**src/rtl/adder_pkg.sv**
```systemverilog
// -----------------------------------------------------------------------------
// adder_pkg
// Shared types for the multi-cycle adder/subtractor.
//   state_e : controller states (IDLE, RUN, DONE)
//   flags_t : condition flags {n, z, c, v}
//   idx_width() : width of a chunk index able to count 0..n-1 (at least 1 bit)
// -----------------------------------------------------------------------------
package adder_pkg;

  typedef enum logic [1:0] {
    IDLE = 2'd0,
    RUN  = 2'd1,
    DONE = 2'd2
  } state_e;

  typedef struct packed {
    logic n;
    logic z;
    logic c;
    logic v;
  } flags_t;

  function automatic int idx_width(input int n);
    return (n > 1) ? $clog2(n) : 1;
  endfunction

endpackage

```
**src/rtl/chunk_adder.sv**
```systemverilog
// -----------------------------------------------------------------------------
// full_adder / chunk_adder
// full_adder : one-bit full adder cell.
//   a, b, cin -> s (sum), cout (carry out)
// chunk_adder: CHUNK-bit ripple of full_adder cells.
//   a, b  [CHUNK-1:0] : operand slices
//   cin               : carry into bit 0
//   s     [CHUNK-1:0] : sum slice
//   cout              : carry out of the top bit
//   c_msb             : carry into the top bit (used for signed overflow)
// -----------------------------------------------------------------------------
module full_adder (
  input  logic a,
  input  logic b,
  input  logic cin,
  output logic s,
  output logic cout
);

  logic w_p;

  assign w_p  = a ^ b;
  assign s    = w_p ^ cin;
  assign cout = (a & b) | (cin & w_p);

endmodule

module chunk_adder #(
  parameter int CHUNK = 8
) (
  input  logic [CHUNK-1:0] a,
  input  logic [CHUNK-1:0] b,
  input  logic             cin,
  output logic [CHUNK-1:0] s,
  output logic             cout,
  output logic             c_msb
);

  // w_c[i] is the carry into bit i; w_c[CHUNK] is the carry out of the slice.
  logic [CHUNK:0] w_c;

  assign w_c[0] = cin;

  for (genvar i = 0; i < CHUNK; i++) begin : g_bit
    full_adder u_fa (
      .a    (a[i]),
      .b    (b[i]),
      .cin  (w_c[i]),
      .s    (s[i]),
      .cout (w_c[i+1])
    );
  end

  assign cout  = w_c[CHUNK];
  assign c_msb = w_c[CHUNK-1];

endmodule

```
**src/rtl/multi_cycle_adder.sv**
```systemverilog
// -----------------------------------------------------------------------------
// multi_cycle_adder
// WIDTH-bit adder/subtractor that works CHUNK bits per clock, keeping the
// carry in a register between chunks. Produces N/Z/C/V flags.
//
// Handshake: a transfer happens on a rising edge where valid && ready are both
// high on that side; valid, once raised, is held until that edge, and the data
// it qualifies stays stable meanwhile. Only one operation is in flight.
//
// Ports:
//   clk, rst_n               : clock (rising edge), async active-low reset
//   in_valid / in_ready      : operand handshake
//   a, b [WIDTH-1:0]         : operands
//   cin                      : carry-in (add) / borrow-in (subtract)
//   sub                      : 0 -> a+b+cin, 1 -> a-b-cin
//   out_valid / out_ready    : result handshake
//   result [WIDTH-1:0]       : sum or difference
//   flag_n/z/c/v             : negative, zero, carry (no-borrow), overflow
//   o_dbg_state              : current controller state
// -----------------------------------------------------------------------------
module multi_cycle_adder
  import adder_pkg::*;
#(
  parameter int WIDTH = 32,
  parameter int CHUNK = 8
) (
  input  logic             clk,
  input  logic             rst_n,
  input  logic             in_valid,
  output logic             in_ready,
  input  logic [WIDTH-1:0] a,
  input  logic [WIDTH-1:0] b,
  input  logic             cin,
  input  logic             sub,
  output logic             out_valid,
  input  logic             out_ready,
  output logic [WIDTH-1:0] result,
  output logic             flag_n,
  output logic             flag_z,
  output logic             flag_c,
  output logic             flag_v,
  output state_e           o_dbg_state
);

  localparam int NCHUNK = WIDTH / CHUNK;
  localparam int IDXW   = idx_width(NCHUNK);

  if ((CHUNK < 1) || (CHUNK > WIDTH) || ((WIDTH % CHUNK) != 0)) begin : g_bad_params
    $error("multi_cycle_adder: WIDTH must be a non-zero multiple of CHUNK");
  end

  state_e           r_state;
  logic [WIDTH-1:0] r_a;
  logic [WIDTH-1:0] r_b;        // already inverted for subtract
  logic             r_carry;
  logic [IDXW-1:0]  r_idx;
  logic             r_zacc;     // running "all chunks so far are zero"
  logic [WIDTH-1:0] r_result;
  flags_t           r_flags;
  logic             r_in_ready;
  logic             r_out_valid;

  logic [CHUNK-1:0] w_a_chunk;
  logic [CHUNK-1:0] w_b_chunk;
  logic [CHUNK-1:0] w_sum;
  logic             w_cout;
  logic             w_c_msb;
  logic             w_last;
  logic             w_zchunk;

  // Select the operand slices for the current chunk index.
  always_comb begin
    w_a_chunk = '0;
    w_b_chunk = '0;
    for (int k = 0; k < NCHUNK; k++) begin
      if (r_idx == IDXW'(k)) begin
        w_a_chunk = r_a[k*CHUNK +: CHUNK];
        w_b_chunk = r_b[k*CHUNK +: CHUNK];
      end
    end
  end

  assign w_last   = (r_idx == IDXW'(NCHUNK - 1));
  assign w_zchunk = ~|w_sum;

  chunk_adder #(
    .CHUNK (CHUNK)
  ) u_chunk (
    .a     (w_a_chunk),
    .b     (w_b_chunk),
    .cin   (r_carry),
    .s     (w_sum),
    .cout  (w_cout),
    .c_msb (w_c_msb)
  );

  always_ff @(posedge clk or negedge rst_n) begin
    if (!rst_n) begin
      r_state     <= IDLE;
      r_a         <= '0;
      r_b         <= '0;
      r_carry     <= 1'b0;
      r_idx       <= '0;
      r_zacc      <= 1'b0;
      r_result    <= '0;
      r_flags     <= '0;
      r_in_ready  <= 1'b1;
      r_out_valid <= 1'b0;
    end else begin
      case (r_state)
        IDLE: begin
          if (in_valid) begin
            r_a        <= a;
            // Subtraction is a + ~b + ~cin: invert once at accept time.
            r_b        <= sub ? ~b : b;
            r_carry    <= cin ^ sub;
            r_idx      <= '0;
            r_zacc     <= 1'b1;
            r_in_ready <= 1'b0;
            r_state    <= RUN;
          end
        end

        RUN: begin
          for (int k = 0; k < NCHUNK; k++) begin
            if (r_idx == IDXW'(k)) begin
              r_result[k*CHUNK +: CHUNK] <= w_sum;
            end
          end
          r_carry <= w_cout;
          r_zacc  <= r_zacc & w_zchunk;
          if (w_last) begin
            // The top chunk holds the MSB, so all flags come from this cycle.
            r_flags.n   <= w_sum[CHUNK-1];
            r_flags.z   <= r_zacc & w_zchunk;
            r_flags.c   <= w_cout;
            r_flags.v   <= w_cout ^ w_c_msb;
            r_out_valid <= 1'b1;
            r_state     <= DONE;
          end else begin
            r_idx <= r_idx + IDXW'(1);
          end
        end

        DONE: begin
          if (out_ready) begin
            r_out_valid <= 1'b0;
            r_in_ready  <= 1'b1;
            r_state     <= IDLE;
          end
        end

        default: begin
          r_out_valid <= 1'b0;
          r_in_ready  <= 1'b1;
          r_state     <= IDLE;
        end
      endcase
    end
  end

  assign in_ready    = r_in_ready;
  assign out_valid   = r_out_valid;
  assign result      = r_result;
  assign flag_n      = r_flags.n;
  assign flag_z      = r_flags.z;
  assign flag_c      = r_flags.c;
  assign flag_v      = r_flags.v;
  assign o_dbg_state = r_state;

endmodule

```
**config.mk**
```make
export PLATFORM = sky130hd
export DESIGN_NAME = multi_cycle_adder
export DESIGN_NICKNAME = d
export VERILOG_FILES = /design/src/rtl/adder_pkg.sv /design/src/rtl/chunk_adder.sv /design/src/rtl/multi_cycle_adder.sv
export SDC_FILE = /design/constraint.sdc
export NUM_CORES = 1
export LEC_CHECK = 0
export CORE_AREA = 2 2 100 102
export DETAILED_ROUTE_END_ITERATION = 6
export DIE_AREA = 0 0 102 104
export GPL_TIMING_DRIVEN = 0
export PLACE_DENSITY = 0.84
export SYNTH_ARGS = -nofsm -noshare
export SYNTH_HDL_FRONTEND = slang
export SYNTH_SLANG_ARGS = --single-unit
```
**constraint.sdc**
```tcl
create_clock -name clk -period 14.6 [get_ports clk]
set_input_delay 2.92 -clock clk [delete_from_list [all_inputs] [get_ports clk]]
set_output_delay 2.92 -clock clk [all_outputs]
set_load 0.05 [all_outputs]
```
# Word level (Yosys, flattened, before mapping)
# Cells that the tools add are included.
# classes
n_addsub	1
bitwise_logic	46
n_eq_ne	9
reduce_logical	15
mux	26
# op_table
op	n
$mux 8	8
$mux 32	1
$not 32->32	1
$xor 1x1->1	18
$and 1x1->1	17
$reduce_and 2->1	6
$reduce_and 3->1	4
$mux 2	5
$ne 2x2->1 const B	4
$or 1x1->1	8
$reduce_or 8->1	1
$eq 2x2->1 const B	3
$mux 1	6
$pmux 1 s3	2
$pmux 2 s3	1
$eq 2x1->1 const B	2
$logic_not 2->1	2
$pmux 1 s2	2
$pmux 2 s2	1
$add 2x1->2 const B	1
$not 1->1	2
$reduce_bool 2->1	1
$logic_not 1->1	1
# word_totals
elab_cells	113
ff_bits	108
out_inout_bits	40
in_bits	70

# Depth between registers and ports, before layout
# depth
ltp_word	25
depth_mapped	20

# By module
# A second synthesis with hierarchy kept.
# hier_totals
hier_cells	450
area_unflattened_um2	5082.4
# modules_own_cells
module	cells_per_inst	area_per_inst_um2	instances	seq_area_each_um2
multi_cycle_adder	442	4922.2	1	2678.8
full_adder	1	20.0	8	0.0

# Worst setup path after synthesis
# Ideal clock, no wire load.
# synth_path
kind	reg-to-reg
start	register r_idx[0]
end	register r_flags (netlist bit flag_z)
setup_ps	83
path_stages_with_launch	20
arrival_ps	4709
required_time_ps	14517
setup_slack_ps	9809
path_cell_list	dfrtp_1 inv_1 ha_1 clkbuf_1 clkbuf_1 a21oi_1 a22o_1 fa_1 fa_1 fa_1 fa_1 fa_1 inv_1 fa_1 fa_1 inv_1 fa_1 and3b_1 nand4b_1 o21ai_0
# synth_via
elab_chain_cells	24
word_cells_on_any_way	53
cone_classes	eq/ne: 3; mux: 8; bitwise: 38; reduce/logical: 4
# synth_rtl
item	line_no	source
start, declared	multi_cycle_adder.sv:56	logic [IDXW-1:0] r_idx;
start signal, assigned	multi_cycle_adder.sv:141	r_idx <= r_idx + IDXW'(1);
$logic_not 2->1	multi_cycle_adder.sv:76	if (r_idx == IDXW'(k)) begin
$mux 8 (4 in series)	multi_cycle_adder.sv:76	
$xor 1x1->1	chunk_adder.sv:22	assign w_p = a ^ b;
$and 1x1->1	chunk_adder.sv:24	assign cout = (a & b) | (cin & w_p);
$or 1x1->1	chunk_adder.sv:24	
$and 1x1->1	chunk_adder.sv:24	
$or 1x1->1	chunk_adder.sv:24	
$and 1x1->1	chunk_adder.sv:24	
[6 not listed]	--	
$or 1x1->1	chunk_adder.sv:24	
$and 1x1->1	chunk_adder.sv:24	
$or 1x1->1	chunk_adder.sv:24	
$xor 1x1->1 *	chunk_adder.sv:23	assign s = w_p ^ cin;
via u_chunk.g_bit[7].u_fa.s	chunk_adder.sv:16	output logic s,
$reduce_or 8->1 *	multi_cycle_adder.sv:84	assign w_zchunk = ~|w_sum;
$logic_not 1->1 *	multi_cycle_adder.sv:84	
$and 1x1->1 *	multi_cycle_adder.sv:135	r_flags.z <= r_zacc & w_zchunk;
end, declared	multi_cycle_adder.sv:59	flags_t r_flags;
# Mark *: on every way through the listed nets, which the timed path passes. The rest lies on a longest branch.
# A chain may end at the register's enable or synchronous reset.

# Worst setup path after layout
# Same ends and word-level chain as after synthesis.

==> impl_metrics.py <==
metrics = {
    "routing": {
        "vias_per_cell": 5.415,
        "drtPass1Iterations": 5,
        "via_count": 3937,
        "drtAntennaViolNets": 0,
        "first_iter_violations": 279,
        "avgRoutedWirePerCell_um": 16.79,
        "post-route-drc-count": 0,
        "totalWireLength_um": 12210,
    },
    "worst_hold_path": {
        "min_from": "result[22]",
        "hold_path.class": "register to register",
    },
    "floorplanning": {
        "die_x_um": 102,
        "die_y_um": 104,
        "core_sq_mm": 0.009549,
        "rows": 36,
        "die_area_sq_mm": 0.01061,
        "initial_utilization": 0.5342,
        "ios": 110,
    },
    "synth": {
        "ys.flop_type": "dfrtp_1",
        "ys_seq_area_frac": 0.5251,
        "synth_top_area_cell": "dfrtp_1",
        "ys_seq_elements": 107,
        "netlist_top_cells_area": "dfrtp_1 52%, mux2_2 11%, a21oi_1 5.9%",
        "yosysWarningCount": 0,
        "synth.distinct_cells": 30,
        "synth.cell_area_sq_mm": 0.005101,
        "synthArstFlopShare": 1.000,
        "avgSynthCellArea_sq_um": 10.88,
        "syn_inst": 469,
        "synth_nets": 551,
        "yosys.area.top_type_share": 0.5200,
        "synth_edf_count": 0,
    },
    "layout": {
        "mostFrequentLayoutCells": "107 x clkdlybuf4s50_1, 106 x dfrtp_1, 60 x a21oi_1, 49 x mux2_2, 46 x nand2_1",
        "regArea_sq_mm": 0.002679,
        "final.fill_count": 726,
        "num-nets-final": 671,
        "final_common_cell": "clkdlybuf4s50_1",
        "drive_above_1_share": 0.1582,
        "num_antenna_cells": 0,
        "multi_input_area_sq_mm": 0.002156,
        "area_delta_synth_final_pct": 29.19,
    },
    "clock_network": {
        "cts_tree": "done",
        "h-tree-depth": 3,
        "cts_root_buf": "clkbuf_8",
        "cts_buffer_depth": 2,
        "post-cts-setup-buffer-count": 0,
        "insertion_delay_ns": 0.37,
        "path_clk_slew_ns": 0.10,
        "cts_buffers": 9,
        "cts_hold_buffers": 0,
        "post_cts_resize_count": 0,
        "cts_sinks": 107,
    },
    "critical_path": {
        "cpMostUsedCell": "fa_1",
        "crit_buf_inv": 5,
        "critPathMaxStageDelay_ns": 0.53,
        "worst_path_max_delay_cell": "fa_1",
        "rr_startpoint": "r_idx[0]",
        "cp_top_family": "adder cells",
        "crit_type": "register to register",
        "critPathRequiredTime_ns": 14.90,
        "end_kind": "register",
        "cp_cell_sequence": "inv_1 -> ha_1 -> clkbuf_1 -> clkbuf_1 -> a21oi_1 -> o21ai_0 -> a22o_1 -> fa_1 -> fa_1 -> fa_1 -> fa_1 -> fa_1 -> inv_1 -> fa_1 -> fa_1 -> inv_1 -> fa_1 -> and3b_1 -> nand4b_1 -> o21ai_0",
        "critPathLaunch": "r_idx[0]",
        "path_max_fanout": 10,
        "crit_arrival_ns": 5.75,
        "cp-start-kind": "register",
    },
    "timing": {
        "skew_ns": 0.01057,
        "fin_tns_setup_ns": 0,
        "fin_crit_ns": 5.448,
        "fin_crit_sh": 0.3731,
        "finalHoldViolCount": 0,
        "rsz0062_at_grt": "no",
        "finalSetupViolations": 0,
        "setup_slack_ns": 9.152,
        "hold_ws_ns": 0.4890,
        "tightest_slew_ns": 0.5305,
        "slew_viol_final": 0,
        "slew-limit-headroom": 0.6453,
        "timing.fmax_mhz": 183.6,
    },
    "grt": {
        "grt_max_degree": 69,
        "grt_first_pass_wirelength_um": 20040,
        "gr-total-overflow": 0,
        "track_usage": 0.2423,
        "grt_pass1_vias": 4092,
        "antenna_found_initial": 0,
    },
    "placement": {
        "port_buffers": 108,
        "dpl.hpwl_um": 9339,
        "place_congestion": 0.8923,
        "pre_cts_ws_ns": 9.261,
    },
    "pwr": {
        "vdd_drop_max_v": 0.0001142,
        "power_mw": 1.816,
        "pwr-share-clk": 0.107,
        "share_seq_of_total_power": 0.290,
        "comb_power_share": 0.603,
        "p_int_mw": 0.9768,
        "p_leak_nw": 2.803,
        "power_density_mw_per_mm2": 275.5,
        "power.switching_mw": 0.8390,
        "switching_share": 0.4621,
    },
    "status": {
        "status": "complete, no violations",
    },
    "flow_run": {
        "max_cap_viol_count": 0,
    },
}
-- flip-flops by register name, summed over array words and instances (netlist names) --
| name | flops |
|---|---|
| flag_v | 1 |
| out_valid | 1 |
| in_ready | 1 |
| o_dbg_state | 2 |
| flag_c | 1 |
| r_idx | 2 |
| r_zacc | 1 |
| r_a | 32 |
| r_carry | 1 |
| result | 32 |
| flag_z | 1 |
| r_b | 32 |
-- synth_stat cells, types with 3 or more instances --
cell	count
inv_1	21
clkbuf_1	10
fa_1	8
xnor2_1	24
nand3b_2	3
dfrtp_1	106
mux2_2	49
a21oi_1	60
nand2b_1	3
buf_4	7
o21ai_0	44
nor2_1	26
nand2_1	46
a22oi_1	4
buf_6	3
ha_1	4
xor2_1	10
a22o_1	15
buf_2	12
-- logic make-up (layout without fill, tap and decap cells) --
group | Yosys count | in the layout | synth area share
AO/OA/AOI/OAI | 127 | 127 | 0.1386
XOR/XNOR | 34 | 34 | 0.05838
adder cells (fa/ha/maj) | 12 | 12 | 0.04121
buffers and inverters | 54 | 179 | 0.05225
flip-flops | 107 | 107 | 0.5251
multiplexers | 49 | 49 | 0.1082
AND/OR/NAND/NOR | 86 | 86 | 0.07628
-- worst paths after layout --
path / slack, ns / end / cells after the start
hold reg to reg: 0.49 / result[22] / 2
min in group asynchronous: 2.52 / result[15] / 1
setup reg to reg: 9.15 / flag_z / 20
hold / removal: 0.49 / result[22] / 2
setup / recovery: 9.15 / flag_z / 20
max in group asynchronous: 11.39 / r_b[10] / 2
-- power groups by stage --
stage	registers, mW	logic [mW]	clock network, mW
2_1_floorplan	0.688	0.580	0
3_3_place_gp	0.525	1.05	0
3_5_place_dp	0.531	1.09	0
4_1_cts	0.525	1.09	0.197
5_1_grt	0.543	1.19	0.208
6_report	0.526	1.10	0.194
-- routing by layer --
metal	track usage	wire [um]	vias up
met5	0	0	-
met4	0.07524	200	0
met3	0.03427	769	15
met2	0.4178	6140	165
met1	0.3143	5098	1934
li1	-	-	1823
-- through the flow --
stage	utilization	instances	cell area, sq um
finish	0.6901	727	6590
global route	0.6901	727	6590
CTS	0.6901	727	6590
global placement	0.6648	710	6349
floorplan	-	469	5101
detailed placement	0.6675	711	6374
-- final cells by class --
| type | count | area share |
|---|---|---|
| Clock buffer | 10 | 0.02088 |
| Inverter | 21 | 0.01196 |
| Timing Repair Buffer | 109 | 0.1678 |
| Buffer | 33 | 0.02848 |
| Multi-Input combinational cell | 308 | 0.3271 |
| Sequential cell | 107 | 0.4065 |
| Clock inverter | 6 | 0.01196 |
| Tap cell | 133 | 0.02525 |
-- worst min-delay path, stage by stage, from the launching register on --
cell and delay [ns]:
dfrtp_1 0.35, nand2_1 0.04, o21ai_0 0.06
No activity file was read; power rests on OpenSTA's default activity.
